## config.mk

```make
export PLATFORM = sky130hd
export DESIGN_NAME = pipe_hazard_ctrl
export DESIGN_NICKNAME = d
export VERILOG_FILES = /design/src/rtl/pipe_hazard_ctrl.sv
export SDC_FILE = /design/constraint.sdc
export NUM_CORES = 1
export LEC_CHECK = 0
export BUFFER_PORTS_ARGS = -buffer_cell sky130_fd_sc_hd__buf_2
export CAP_MARGIN = 20
export CORE_ASPECT_RATIO = 0.75
export CORE_MARGIN = 5
export CORE_UTILIZATION = 44
export DETAILED_ROUTE_END_ITERATION = 12
export PLACE_DENSITY_LB_ADDON = 0.3
export SLEW_MARGIN = 10
export SYNTH_ARGS = -nofsm -noshare
export SYNTH_HDL_FRONTEND = slang
export SYNTH_SLANG_ARGS = --single-unit
```

## constraint.sdc

```tcl
create_clock -name clk -period 3.49 [get_ports clk]
set_input_delay 0.1745 -clock clk [delete_from_list [all_inputs] [get_ports clk]]
set_output_delay 0.1745 -clock clk [all_outputs]
set_load 0.01 [all_outputs]
```

## src/rtl/pipe_hazard_ctrl.sv

```systemverilog
// pipe_hazard_ctrl: stall/flush/forwarding sequencer for a 5-stage pipeline.
// Handles load-use and branch hazards, freezes the pipe while a data-RAM
// access is outstanding, selects EX operand forwarding, and records a sticky
// bus-timeout error.
// Optional feature: define PERF_CNT_EN to build saturating stall/flush counters.
module pipe_hazard_ctrl #(
  parameter int MEM_TIMEOUT = 255,
  parameter int CNT_W       = 8,
  parameter int PERF_W      = 32
) (
  input  logic              clk,
  input  logic              rst,
  input  logic [4:0]        ID_rR1,
  input  logic [4:0]        ID_rR2,
  input  logic              ID_re1,
  input  logic              ID_re2,
  input  logic [4:0]        EX_wR,
  input  logic              EX_rf_we,
  input  logic              EX_is_load,
  input  logic              EX_br_taken,
  input  logic [4:0]        MEM_wR,
  input  logic              MEM_rf_we,
  input  logic [4:0]        WB_wR,
  input  logic              WB_rf_we,
  input  logic              MEM_req,
  input  logic              mem_ack,
  output logic              pc_stall,
  output logic              IFID_stall,
  output logic              IDEX_stall,
  output logic              EXMEM_stall,
  output logic              IFID_flush,
  output logic              IDEX_flush,
  output logic              MEMWB_flush,
  output logic [1:0]        fwd_a,
  output logic [1:0]        fwd_b,
  output logic              mem_err,
  output logic [PERF_W-1:0] stall_cycles,
  output logic [PERF_W-1:0] flush_count
);

  typedef enum logic {RUN, MEM_WAIT} state_t;

  state_t           state, next_state;
  logic [CNT_W-1:0] wait_cnt, next_cnt;
  logic             set_err;
  logic             load_use;

  // Load-use: EX load writes a register that the ID instruction actually reads.
  assign load_use = EX_is_load && EX_rf_we && (EX_wR != 5'd0) &&
                    ((ID_re1 && (ID_rR1 == EX_wR)) || (ID_re2 && (ID_rR2 == EX_wR)));

  // Operand forwarding select: MEM beats WB beats RF; x0 is never forwarded.
  always_comb begin
    // NOTE: every always_comb output gets a default first so no path leaves it
    // unassigned; otherwise synthesis infers a latch.
    fwd_a = 2'd0;
    fwd_b = 2'd0;
    if (rst) begin
      if (ID_re1 && ID_rR1 != 5'd0 && MEM_rf_we && MEM_wR == ID_rR1)     fwd_a = 2'd1;
      else if (ID_re1 && ID_rR1 != 5'd0 && WB_rf_we && WB_wR == ID_rR1)  fwd_a = 2'd2;
      if (ID_re2 && ID_rR2 != 5'd0 && MEM_rf_we && MEM_wR == ID_rR2)     fwd_b = 2'd1;
      else if (ID_re2 && ID_rR2 != 5'd0 && WB_rf_we && WB_wR == ID_rR2)  fwd_b = 2'd2;
    end
  end

  // Next-state and stall/flush decode from state plus current hazards.
  always_comb begin
    pc_stall    = 1'b0;
    IFID_stall  = 1'b0;
    IDEX_stall  = 1'b0;
    EXMEM_stall = 1'b0;
    IFID_flush  = 1'b0;
    IDEX_flush  = 1'b0;
    MEMWB_flush = 1'b0;
    next_state  = state;
    next_cnt    = wait_cnt;
    set_err     = 1'b0;
    if (!rst) begin
      IFID_flush  = 1'b1;
      IDEX_flush  = 1'b1;
      MEMWB_flush = 1'b1;
      next_state  = RUN;
      next_cnt    = '0;
    end else begin
      unique case (state)
        RUN: begin
          if (MEM_req && !mem_ack) begin
            pc_stall    = 1'b1;
            IFID_stall  = 1'b1;
            IDEX_stall  = 1'b1;
            EXMEM_stall = 1'b1;
            MEMWB_flush = 1'b1;
            next_state  = MEM_WAIT;
            next_cnt    = CNT_W'(1);
          end else if (EX_br_taken) begin
            IFID_flush = 1'b1;
            IDEX_flush = 1'b1;
          end else if (load_use) begin
            pc_stall   = 1'b1;
            IFID_stall = 1'b1;
            IDEX_flush = 1'b1;
          end
        end
        MEM_WAIT: begin
          // EX is frozen here, so branch and load-use are re-evaluated after exit.
          if (mem_ack) begin
            next_state = RUN;
            next_cnt   = '0;
          end else if (wait_cnt == CNT_W'(MEM_TIMEOUT)) begin
            MEMWB_flush = 1'b1;
            set_err     = 1'b1;
            next_state  = RUN;
            next_cnt    = '0;
          end else begin
            pc_stall    = 1'b1;
            IFID_stall  = 1'b1;
            IDEX_stall  = 1'b1;
            EXMEM_stall = 1'b1;
            MEMWB_flush = 1'b1;
            if (wait_cnt != '1) next_cnt = wait_cnt + CNT_W'(1);
          end
        end
        default: next_state = RUN;
      endcase
    end
  end

  // State, wait counter and sticky error register.
  always_ff @(posedge clk) begin
    // NOTE: sequential state uses non-blocking assignment so every register
    // samples pre-edge values regardless of statement order.
    if (!rst) begin
      state    <= RUN;
      wait_cnt <= '0;
      mem_err  <= 1'b0;
    end else begin
      state    <= next_state;
      wait_cnt <= next_cnt;
      if (set_err) mem_err <= 1'b1;
    end
  end

`ifdef PERF_CNT_EN
  // Saturating performance counters, held at zero during reset.
  always_ff @(posedge clk) begin
    if (!rst) begin
      stall_cycles <= '0;
      flush_count  <= '0;
    end else begin
      if (pc_stall && stall_cycles != '1)
        stall_cycles <= stall_cycles + PERF_W'(1);
      if ((IFID_flush || IDEX_flush) && flush_count != '1)
        flush_count <= flush_count + PERF_W'(1);
    end
  end
`else
  assign stall_cycles = '0;
  assign flush_count  = '0;
`endif

endmodule

```

* Yosys cells after proc, flatten, opt, wreduce, memory -nomap -nowiden *
Index checks and enable logic that the tools add are counted.

word-level totals
  flip-flop bits (word level) = 10
  bits of input ports = 36
  word-level logic and storage cells = 73

cells by class
  add/sub/neg operators = 1
  eq/ne operators = 10
  multiplexer cells = 36
  bitwise gates (word level) = 1
  reductions and logical operators = 22

operators by type and width
  cell                                                                      count
  8-bit 2-to-1 mux                                                          4
  5-bit == test                                                             6
  1-bit 2-to-1 mux                                                          22
  1-bit logical AND                                                         16
  8-bit case mux with 2 select lines                                        1
  5-bit nonzero test                                                        3
  2-bit 2-to-1 mux                                                          6
  8-bit by 1-bit adder with 8-bit output (second input constant)            1
  8-bit == test (second input constant)                                     1
  8-bit inequality test (second input constant)                             1
  1-bit case mux with 2 select lines                                        3
  4-bit by 2-bit inequality test with 1-bit output (second input constant)  1
  2-bit inequality test (second input constant)                             1
  2-bit AND reduction                                                       1
  1-bit zero test                                                           1
  1-bit logical OR                                                          1
  1-bit NOT                                                                 1

* Longest topological paths before layout *
  word-level depth = 9
  gate-level depth with buffers = 6
  mapped depth without buffers = 5

* Worst setup path before layout *
OpenSTA, ideal clock, no wires.

  path type = register -> output
  from = register wait_cnt[0]
  to = output port pc_stall
  arrival time = 1.650 ns
  required time = 3.316 ns
  slack = 1.665 ns
  stages on the path, launching flop included = 7
  cell sequence = dfxtp_1 ha_1 nand4_1 o311ai_1 nor2_1 o21bai_1 buf_4

on the way
  cells in the longest elaborated chain, start to end = 5

RTL lines
  item                                RTL line  text
  start, declared                     44        logic [CNT_W-1:0] wait_cnt, next_cnt;
  start signal, assigned              138       wait_cnt <= next_cnt;
  8-bit == test                       109       end else if (wait_cnt == CNT_W'(MEM_TIMEOUT)) begin
  1-bit 2-to-1 mux (2 in a row)       n/a
  1-bit case mux with 2 select lines  n/a
  1-bit 2-to-1 mux                    n/a
  end, declared                       27        output logic pc_stall,

Every way passes these cells.

* Worst setup path in the final report *
  from = register wait_cnt[0]
  to = output port IFID_stall

on the way
  cells in the longest elaborated chain, start to end = 5

RTL lines
  item                                RTL line  text
  8-bit == test                       109
  1-bit 2-to-1 mux                    109
  1-bit 2-to-1 mux                    106       if (mem_ack) begin
  1-bit case mux with 2 select lines  85        unique case (state)
  1-bit 2-to-1 mux                    78        if (!rst) begin
  end, declared                       28        output logic IFID_stall,

Every way passes these cells.

==> metrics.cfg <==
[synthesis]
synthFlopType=dfxtp_1
synth_most_common_cell=buf_4
synth_cell_types=39
synth_top_area_frac=0.329
synth_compound_area_frac=0.150
yosys_warnings=0
synth_common_cells=buf_4, xor2_1, xnor2_1
synth_seq_cells=10
syn_avg_cell_area_um2=8.06
synth_mux_area_frac=0
yosys.area_share.simple=0.181
ys_async_sr_fraction=0
synth_xor_area_frac=0.180
yosysTopAreaCell=buf_4
yosys-top-cells-area=buf_4, dfxtp_1, xor2_1
synth-edff-count=0
netlist_area_um2=1510
synth_fa_ha_area_frac=0.00831
syn_inst=187
synth_top_family_by_area=buffers and inverters
seq_area_frac_synth=0.133

[place]
pre_cts_slack_ns=1.62
dp_cells=269
portBuffers=47
place.gp.congestion=0.832
dp_hpwl_mm=2.99

[finish]
finish.utilization=0.478
nFillCells=360
diodes=0
final_cells=273
syn2layout_area_growth_pct=4.32
fin_nets=271
drive_gt1_frac=0.258

[clock_network]
clock-sinks=10
cts_setup_buffers=0
cts_max_level=1
root_buffer=clkbuf_8
cts.reportedPaths.clkPinSlew_ns=0.05
cts.repair.resized=0
holdBufCountCts=0
clk_path_buf_depth=2
clk_latency_ns=0.24
cts_tree=built
cts_buffers=3

[pwr]
p_leak_nw=0.734
p_per_area_nw_per_um2=259
peakVddDrop_v=0.0000888

[global_route]
grt_usage=0.134
grt_overflow=0
grt_max_degree=11
antenna_found_initial=0
grt_pass1_vias=1058
grt_pass1_wl_mm=4.98

[sta]
hold_slack_ns=0.311
setup_slack_ns=1.36
clock.fmax_mhz=470
rsz0062_at_grt=false
drv_slew=0
period_share=0.609
period_needed_ns=2.13
finalHoldViolCount=0
finalSetupTns_ns=0
skew_ns=0.00208
finalSetupViolations=0

[critical_path]
timing.rr.end=wait_cnt[3]$_SDFFE_PN0P_
timing.rr.start=wait_cnt[0]$_SDFFE_PN0P_
cp.required_ns=3.32
critPathMaxFanout=6
worstSetupPathType=reg2out
critical_path_arrival_ns=1.95
rrSetupSlack_ns=1.83
cp-endpoint=IFID_stall
crit_path_end_kind=primary output
cp-start-kind=flip-flop
crit_start=wait_cnt[0]$_SDFFE_PN0P_
r2r_cells=5

[routing]
vias=1236
post_drt_wl_per_cell_um=12.6
drt_iter0_drc=54
viasPerCell=4.53
wl_mm=3.45
dr.pass1.iters=4
drt.antenna.violating_nets=0
drc_errors=0

[run]
cap_violations=0

[die]
rows=18
fp.dieH_um=60.7
fp.dieW_um=77.6
core_um2=3290
die_area_um2=4710
io_pins=112
initial_core_util=0.458

[outcome]
status=finished, final reports clean

[worst_hold_path]
min_path_cells=3
hold_class=in2reg

[routing by layer]
layer | GRT usage | part of all wire | up-vias
met4 | 0.0368 | 0.011 | 0
met3 | 0.0356 | 0.11 | 5
met1 | 0.183 | 0.44 | 544
li1 | - | - | 618
met5 | 0 | 0 | -
met2 | 0.210 | 0.43 | 69
[report_power, final]
group | internal (mW) | leakage (nW) | switching [mW]
sequential | 0.117 | 0.0810 | 0.00360
clock | 0.0996 | 0.0288 | 0.0504
combinational | 0.0478 | 0.625 | 0.0898
total | 0.264 | 0.734 | 0.144
[worst max-delay path, cell delays in order (launching register included)]
cell and delay, ns:
dfxtp_1 0.41, ha_1 0.26, nand4_1 0.14, o311ai_1 0.43, nor2_1 0.13, o21bai_1 0.19, buf_2 0.15
[cell usage in the layout, fill, tap and decap left out, drive strengths merged, types with 2 or more instances in the layout]
cell type and n:
conb 64, nor3 4, a311oi 3, and3 2
nor4 6, o311ai 2, a41oi 4, xnor2 15
clkbuf 4, o21ai 6, nand4 5, xor2 16
a21oi 6, or4 3, nand2 9, nand3 3
dfxtp 10, buf 47, nor2 8, or3 2
[area by class of cell]
class | instances | area [um2] | share of cell area
repair buffers | 47 | 235 | 0.150
flip-flops and latches | 10 | 200 | 0.127
clock buffers | 4 | 55.1 | 0.0350
inverters | 2 | 7.51 | 0.00478
multi-input cells | 170 | 1020 | 0.651
well taps | 40 | 50.0 | 0.0318
[logic make-up (layout without fill, tap and decap cells)]
| logic type | count (synthesis) | after routing |
|---|---|---|
| buf+inv | 70 | 53 |
| flops | 10 | 10 |
| xor+xnor | 31 | 31 |
| fa+ha+maj | 1 | 1 |
| other cells | 1 | 64 |
| compound gates | 27 | 27 |
| simple gates | 47 | 47 |
[metrics by stage]
| step | instance area, um2 | power, mW |
|---|---|---|
| 6_report | 1570 | 0.408 |
| 3_5_place_dp | 1520 | 0.258 |
| 2_1_floorplan | 1740 | 0.261 |
| 3_3_place_gp | 1520 | 0.257 |
| 4_1_cts | 1570 | 0.409 |
| 5_1_grt | 1570 | 0.434 |
[worst min-delay path by stage]
stage                    startpoint                  endpoint
2_1_floorplan                   rst  wait_cnt[0]$_SDFFE_PN0P_
3_3_place_gp   mem_err$_SDFFE_PN0P_      mem_err$_SDFFE_PN0P_
3_5_place_dp   mem_err$_SDFFE_PN0P_      mem_err$_SDFFE_PN0P_
4_1_cts                         rst  wait_cnt[0]$_SDFFE_PN0P_
5_1_grt                         rst  wait_cnt[0]$_SDFFE_PN0P_
6_report                        rst  wait_cnt[0]$_SDFFE_PN0P_
[registers in the layout (all words and copies together), names as in the netlist]
signal,count
wait_cnt,8
mem_err,1
state,1
(Power assumes the default switching activity.)
